$ cat src/rtl/wb_pkg.sv
// Shared Wishbone definitions for the arbiter blocks.
package wb_pkg;

  localparam int ARB_FIXED = 0;
  localparam int ARB_RR    = 1;

endpackage

$ cat src/rtl/wb_arb_pick_2.sv
// Combinational two-request picker; returns a one-hot winner (or zero when idle).
module wb_arb_pick_2
  import wb_pkg::*;
#(
  parameter int ARB_ROUND_ROBIN   = ARB_FIXED,
  parameter int LSB_HIGH_PRIORITY = 1
) (
  input  logic [1:0] i_req,
  input  logic       i_last,
  output logic [1:0] o_win
);

  // A tie is the only case where the mode matters; round-robin favours the master not granted last.
  always_comb begin
    o_win = 2'b00;
    case (i_req)
      2'b01: o_win = 2'b01;
      2'b10: o_win = 2'b10;
      2'b11: begin
        if (ARB_ROUND_ROBIN == ARB_RR) begin
          o_win = i_last ? 2'b01 : 2'b10;
        end else begin
          o_win = (LSB_HIGH_PRIORITY != 0) ? 2'b01 : 2'b10;
        end
      end
      default: o_win = 2'b00;
    endcase
  end

endmodule

$ cat src/rtl/wb_arbiter_2.sv
// Two-master Wishbone arbiter: registered grant held for the whole CYC,
// combinational forward and return paths with no buffering.
module wb_arbiter_2
  import wb_pkg::*;
#(
  parameter int DATA_WIDTH        = 32,
  parameter int ADDR_WIDTH        = 32,
  parameter int SELECT_WIDTH      = DATA_WIDTH / 8,
  parameter int ARB_ROUND_ROBIN   = ARB_FIXED,
  parameter int LSB_HIGH_PRIORITY = 1
) (
  input  logic                    clk,
  input  logic                    rst,

  input  logic [ADDR_WIDTH-1:0]   wbm0_adr_i,
  input  logic [DATA_WIDTH-1:0]   wbm0_dat_i,
  output logic [DATA_WIDTH-1:0]   wbm0_dat_o,
  input  logic                    wbm0_we_i,
  input  logic [SELECT_WIDTH-1:0] wbm0_sel_i,
  input  logic                    wbm0_stb_i,
  input  logic                    wbm0_cyc_i,
  output logic                    wbm0_ack_o,
  output logic                    wbm0_err_o,
  output logic                    wbm0_rty_o,

  input  logic [ADDR_WIDTH-1:0]   wbm1_adr_i,
  input  logic [DATA_WIDTH-1:0]   wbm1_dat_i,
  output logic [DATA_WIDTH-1:0]   wbm1_dat_o,
  input  logic                    wbm1_we_i,
  input  logic [SELECT_WIDTH-1:0] wbm1_sel_i,
  input  logic                    wbm1_stb_i,
  input  logic                    wbm1_cyc_i,
  output logic                    wbm1_ack_o,
  output logic                    wbm1_err_o,
  output logic                    wbm1_rty_o,

  output logic [ADDR_WIDTH-1:0]   wbs_adr_o,
  input  logic [DATA_WIDTH-1:0]   wbs_dat_i,
  output logic [DATA_WIDTH-1:0]   wbs_dat_o,
  output logic                    wbs_we_o,
  output logic [SELECT_WIDTH-1:0] wbs_sel_o,
  output logic                    wbs_stb_o,
  output logic                    wbs_cyc_o,
  input  logic                    wbs_ack_i,
  input  logic                    wbs_err_i,
  input  logic                    wbs_rty_i
);

  typedef enum logic [1:0] {
    IDLE = 2'd0,
    G0   = 2'd1,
    G1   = 2'd2
  } grant_e;

  grant_e     r_grant;
  grant_e     w_nextGrant;
  grant_e     w_pickGrant;
  logic       r_last;
  logic       w_nextLast;
  logic [1:0] w_req;
  logic [1:0] w_win;
  logic       w_gnt0;
  logic       w_gnt1;

  assign w_req = {wbm1_cyc_i, wbm0_cyc_i};

  wb_arb_pick_2 #(
    .ARB_ROUND_ROBIN   (ARB_ROUND_ROBIN),
    .LSB_HIGH_PRIORITY (LSB_HIGH_PRIORITY)
  ) u_pick (
    .i_req  (w_req),
    .i_last (r_last),
    .o_win  (w_win)
  );

  always_ff @(posedge clk or posedge rst) begin
    if (rst) begin
      r_grant <= IDLE;
      r_last  <= 1'b1;
    end else begin
      r_grant <= w_nextGrant;
      r_last  <= w_nextLast;
    end
  end

  // The grant only moves once the owning master releases CYC, so multi-beat and RMW cycles stay locked.
  always_comb begin
    w_pickGrant = IDLE;
    if (w_win[0]) begin
      w_pickGrant = G0;
    end else if (w_win[1]) begin
      w_pickGrant = G1;
    end

    w_nextGrant = r_grant;
    case (r_grant)
      IDLE:    w_nextGrant = w_pickGrant;
      G0:      if (!w_req[0]) w_nextGrant = w_pickGrant;
      G1:      if (!w_req[1]) w_nextGrant = w_pickGrant;
      default: w_nextGrant = IDLE;
    endcase

    w_nextLast = r_last;
    if (w_nextGrant == G0) begin
      w_nextLast = 1'b0;
    end else if (w_nextGrant == G1) begin
      w_nextLast = 1'b1;
    end
  end

  assign w_gnt0 = (r_grant == G0);
  assign w_gnt1 = (r_grant == G1);

  always_comb begin
    wbs_adr_o = '0;
    wbs_dat_o = '0;
    wbs_sel_o = '0;
    wbs_we_o  = 1'b0;
    wbs_stb_o = 1'b0;
    wbs_cyc_o = 1'b0;
    case (r_grant)
      G0: begin
        wbs_adr_o = wbm0_adr_i;
        wbs_dat_o = wbm0_dat_i;
        wbs_sel_o = wbm0_sel_i;
        wbs_we_o  = wbm0_we_i;
        wbs_stb_o = wbm0_stb_i;
        wbs_cyc_o = wbm0_cyc_i;
      end
      G1: begin
        wbs_adr_o = wbm1_adr_i;
        wbs_dat_o = wbm1_dat_i;
        wbs_sel_o = wbm1_sel_i;
        wbs_we_o  = wbm1_we_i;
        wbs_stb_o = wbm1_stb_i;
        wbs_cyc_o = wbm1_cyc_i;
      end
      default: ;
    endcase
  end

  // Read data fans out unqualified; the handshake is what tells a master it is valid.
  assign wbm0_dat_o = wbs_dat_i;
  assign wbm1_dat_o = wbs_dat_i;

  assign wbm0_ack_o = wbs_ack_i & w_gnt0;
  assign wbm0_err_o = wbs_err_i & w_gnt0;
  assign wbm0_rty_o = wbs_rty_i & w_gnt0;
  assign wbm1_ack_o = wbs_ack_i & w_gnt1;
  assign wbm1_err_o = wbs_err_i & w_gnt1;
  assign wbm1_rty_o = wbs_rty_i & w_gnt1;

endmodule

$ cat config.mk
export PLATFORM = sky130hd
export DESIGN_NAME = wb_arbiter_2
export DESIGN_NICKNAME = d
export VERILOG_FILES = /design/src/rtl/wb_pkg.sv /design/src/rtl/wb_arb_pick_2.sv /design/src/rtl/wb_arbiter_2.sv
export SDC_FILE = /design/constraint.sdc
export NUM_CORES = 1
export LEC_CHECK = 0
export BUFFER_PORTS_ARGS = -buffer_cell sky130_fd_sc_hd__buf_2
export CELL_PAD_IN_SITES_DETAIL_PLACEMENT = 0
export CELL_PAD_IN_SITES_GLOBAL_PLACEMENT = 2
export CORE_ASPECT_RATIO = 0.5
export CORE_MARGIN = 2
export CORE_UTILIZATION = 10
export DETAILED_ROUTE_END_ITERATION = 8
export PLACE_DENSITY = 0.95
export SLEW_MARGIN = 25
export SYNTH_ARGS = -nofsm -noshare
export SYNTH_HDL_FRONTEND = slang
export SYNTH_SLANG_ARGS = --single-unit
$ cat constraint.sdc
create_clock -name clk -period 2.7 [get_ports clk]
set_input_delay 0.135 -clock clk [delete_from_list [all_inputs] [get_ports clk]]
set_output_delay 0.135 -clock clk [all_outputs]
set_load 0.02 [all_outputs]
==> results.ini <==
[yosys]
yosys.area.top_type_share_pct = 33.5
yosysWarningCount = 0
synth_most_common_cell = buf_4
async_reset_ff_share_pct = 100
syn_area_um2 = 1590
ys_seq_elements = 2
synth_edf_count = 0
synthCells = 248
yosys_most_used_dff = dfrtp_1
synth_common_cells = 71 x buf_4, 70 x a22oi_1, 70 x nor2_1
seq_area_frac_synth_pct = 3.15
ys_types = 14
syn_nets = 430
ys_top_cells_by_area = buf_4 34%, a22oi_1 33%, nor2_1 17%
synth_top_area_cell = buf_4
avgSynthCellArea_um2 = 6.41

[worst_setup_path]
start_kind = flip-flop
end_kind = output pin
cp_max_fo = 32
cp_num_buf_inv = 3
cp_top_family = buffers and inverters
crit_end = wbs_dat_o[17]
path_class = reg -> out
ff2ff_path_depth = 4
r2r-start = r_grant[0]
worstPathRequired_ns = 2.57
crit_path_start = r_grant[0]
arrival_ns = 2.17
regToRegSetupSlack_ns = 1.21
rr_endpoint = r_grant[0]
cpPeakStageDelay_ns = 0.53
crit_path_top_delay_cell = ha_2
worstPathCellList = inv_1 > ha_2 > buf_4 > a22oi_1 > nor2_1 > buf_2
worst-path-stages = 6

[clocking]
path_clk_slew_ns = 0.03
cts_tree = built
cts_setup_buffers = 0
clk-insertion-delay-late_ns = 0.22
cts.sinks = 2
cts_made_buffers = 3
clock_tree.buffer_depth = 2
cts_resized = 0
htree_levels = 1
cts_root_buffer = clkbuf_16

[global_route]
grt_overflow_total = 0
first_global_vias = 2089
grt_max_degree = 34
grt_pass1_wl_um = 11300
antenna_found_initial = 0
track_usage_pct = 8.39

[layout]
seq_area_um2 = 50.0
drive_above_1_share_pct = 59.8
largest_reg_flops = 2
reg_top3 = r_grant x2
final_area_um2 = 2480
largest_register = r_grant
multi_input_area_um2 = 922
diodes = 0
final.fill_count = 1805
finalNetCount = 577
areaGrowthSynthToFinish_pct = 56.4

[sta]
finalCritPeriodShare_pct = 85.5
rsz0062_at_grt = no
hold_violations = 0
relSlewSlack_pct = 63.1
setup_viol_count_final = 0
layout_min_cycle_time_ns = 2.31
maxSlewViolCount = 0
clock_skew_ns = 0.000549
setup_tns_ns = 0
worstMarginPinSlew_ns = 0.553
max_freq_mhz = 433

[power_and_ir_drop]
peakVddDrop_v = 0.000204
powerDensity_nw_per_um2 = 718
power.leakage_nw = 1.40

[floorplan]
die_area_um2 = 17000
rows = 32
die_width_um = 182
fp.coreArea_um2 = 15500
start_util_pct = 10.3
die_h_um = 93.1
num_io_pins = 320

[route]
drt.antenna.violating_nets = 0
wl_um = 7880
first_iter_violations = 121
viasPerCell = 3.81
dr.pass1.iters = 4
wl_per_cell_um = 13.2
drcViolationCount = 0
dr_total_vias = 2277

[placement]
place_congestion = 0.757
placed_cell_area_um2 = 2400
hpwl_um = 6450
portBuffers = 223

[job]
cap_viol_max_count = 0

[worst_hold_path]
hold_path_class = in -> reg

[status]
status = complete, no violations

-- worst min path at each step --
stage | cells after the start | start | slack [ns] | endpoint
floorplan | 1 | rst | -0.12 | r_grant[0]
global placement | 2 | rst | -0.01 | r_grant[1]
detailed placement | 2 | rst | -0.007 | r_grant[0]
CTS | 2 | wbm0_cyc_i | 0.19 | r_grant[0]
global route | 2 | wbm0_cyc_i | 0.19 | r_grant[0]
finish | 2 | wbm0_cyc_i | 0.19 | r_grant[0]
-- what timing repair did --
item                                   4_1_cts  5_1_grt
hold buffers                                 1        0
endpoints found under the hold margin        2        0
setup endpoints to repair                    0        0
-- cell type report --
| class | instances | share of cell area (%) |
|---|---|---|
| Timing Repair Buffer | 230 | 47.1 |
| Multi-Input combinational cell | 155 | 37.1 |
| Tap cell | 204 | 10.3 |
| Clock buffer | 3 | 3.02 |
| Sequential cell | 2 | 2.01 |
| Inverter | 3 | 0.453 |
-- layer usage --
metal,wire (µm),global-route usage (%),up-vias
met5,0,0,-
li1,-,-,1095
met4,97,2.76,0
met3,490,2.41,12
met1,3580,11.6,1111
met2,3710,12.4,59
-- cell usage in the layout, fill, tap and decap left out, drive strengths merged --
| master | synthesis | final |
|---|---|---|
| buf | 82 | 229 |
| a22oi | 70 | 70 |
| nor2 | 70 | 70 |
| and2 | 6 | 6 |
| inv | 3 | 3 |
| clkbuf | 6 | 3 |
| ha | 3 | 3 |
| a22o | 2 | 2 |
| dfrtp | 2 | 2 |
| nor4b | 1 | 1 |
| a21o | 1 | 1 |
| a211oi | 1 | 1 |
| nor2b | 1 | 1 |
| dlygate4sd3 | 0 | 1 |
-- kinds of logic after synthesis --
group	count (synthesis)	synth area share, %
AO/OA/AOI/OAI	74	35.1
flip-flops	2	3.15
buffers and inverters	91	39.1
AND/OR/NAND/NOR	78	20.2
adder cells (fa/ha/maj)	3	2.36
-- report_power, final --
| part | switching (W) | internal [W] | total (W) |
|---|---|---|---|
| Clock | 0.0000306 | 0.000188 | 0.000219 |
| Sequential | 0.00000936 | 0.0000387 | 0.0000480 |
| Combinational | 0.00101 | 0.000509 | 0.00152 |
-- worst reg2reg max path, stage by stage (launching register included) --
cell and delay (ns):
dfrtp_1 0.40, inv_1 0.08, ha_2 0.53, a22o_1 0.27, a22o_1 0.15
-- per-stage QoR --
stage / setup slack, ns / power [W] / utilization (%) / hold slack [ns] / instances
after floorplan: 1.23 / 0.00120 / - / -0.124 / 248
after global placement: 0.639 / 0.00157 / 15.5 / -0.0144 / 593
final: 0.391 / 0.00178 / 16.1 / 0.191 / 597
after CTS: 0.374 / 0.00180 / 16.1 / 0.188 / 597
after global routing: 0.226 / 0.00194 / 16.1 / 0.194 / 597
after detailed placement: 0.608 / 0.00157 / 15.5 / -0.00660 / 593
No activity file was read; power rests on OpenSTA's default activity.
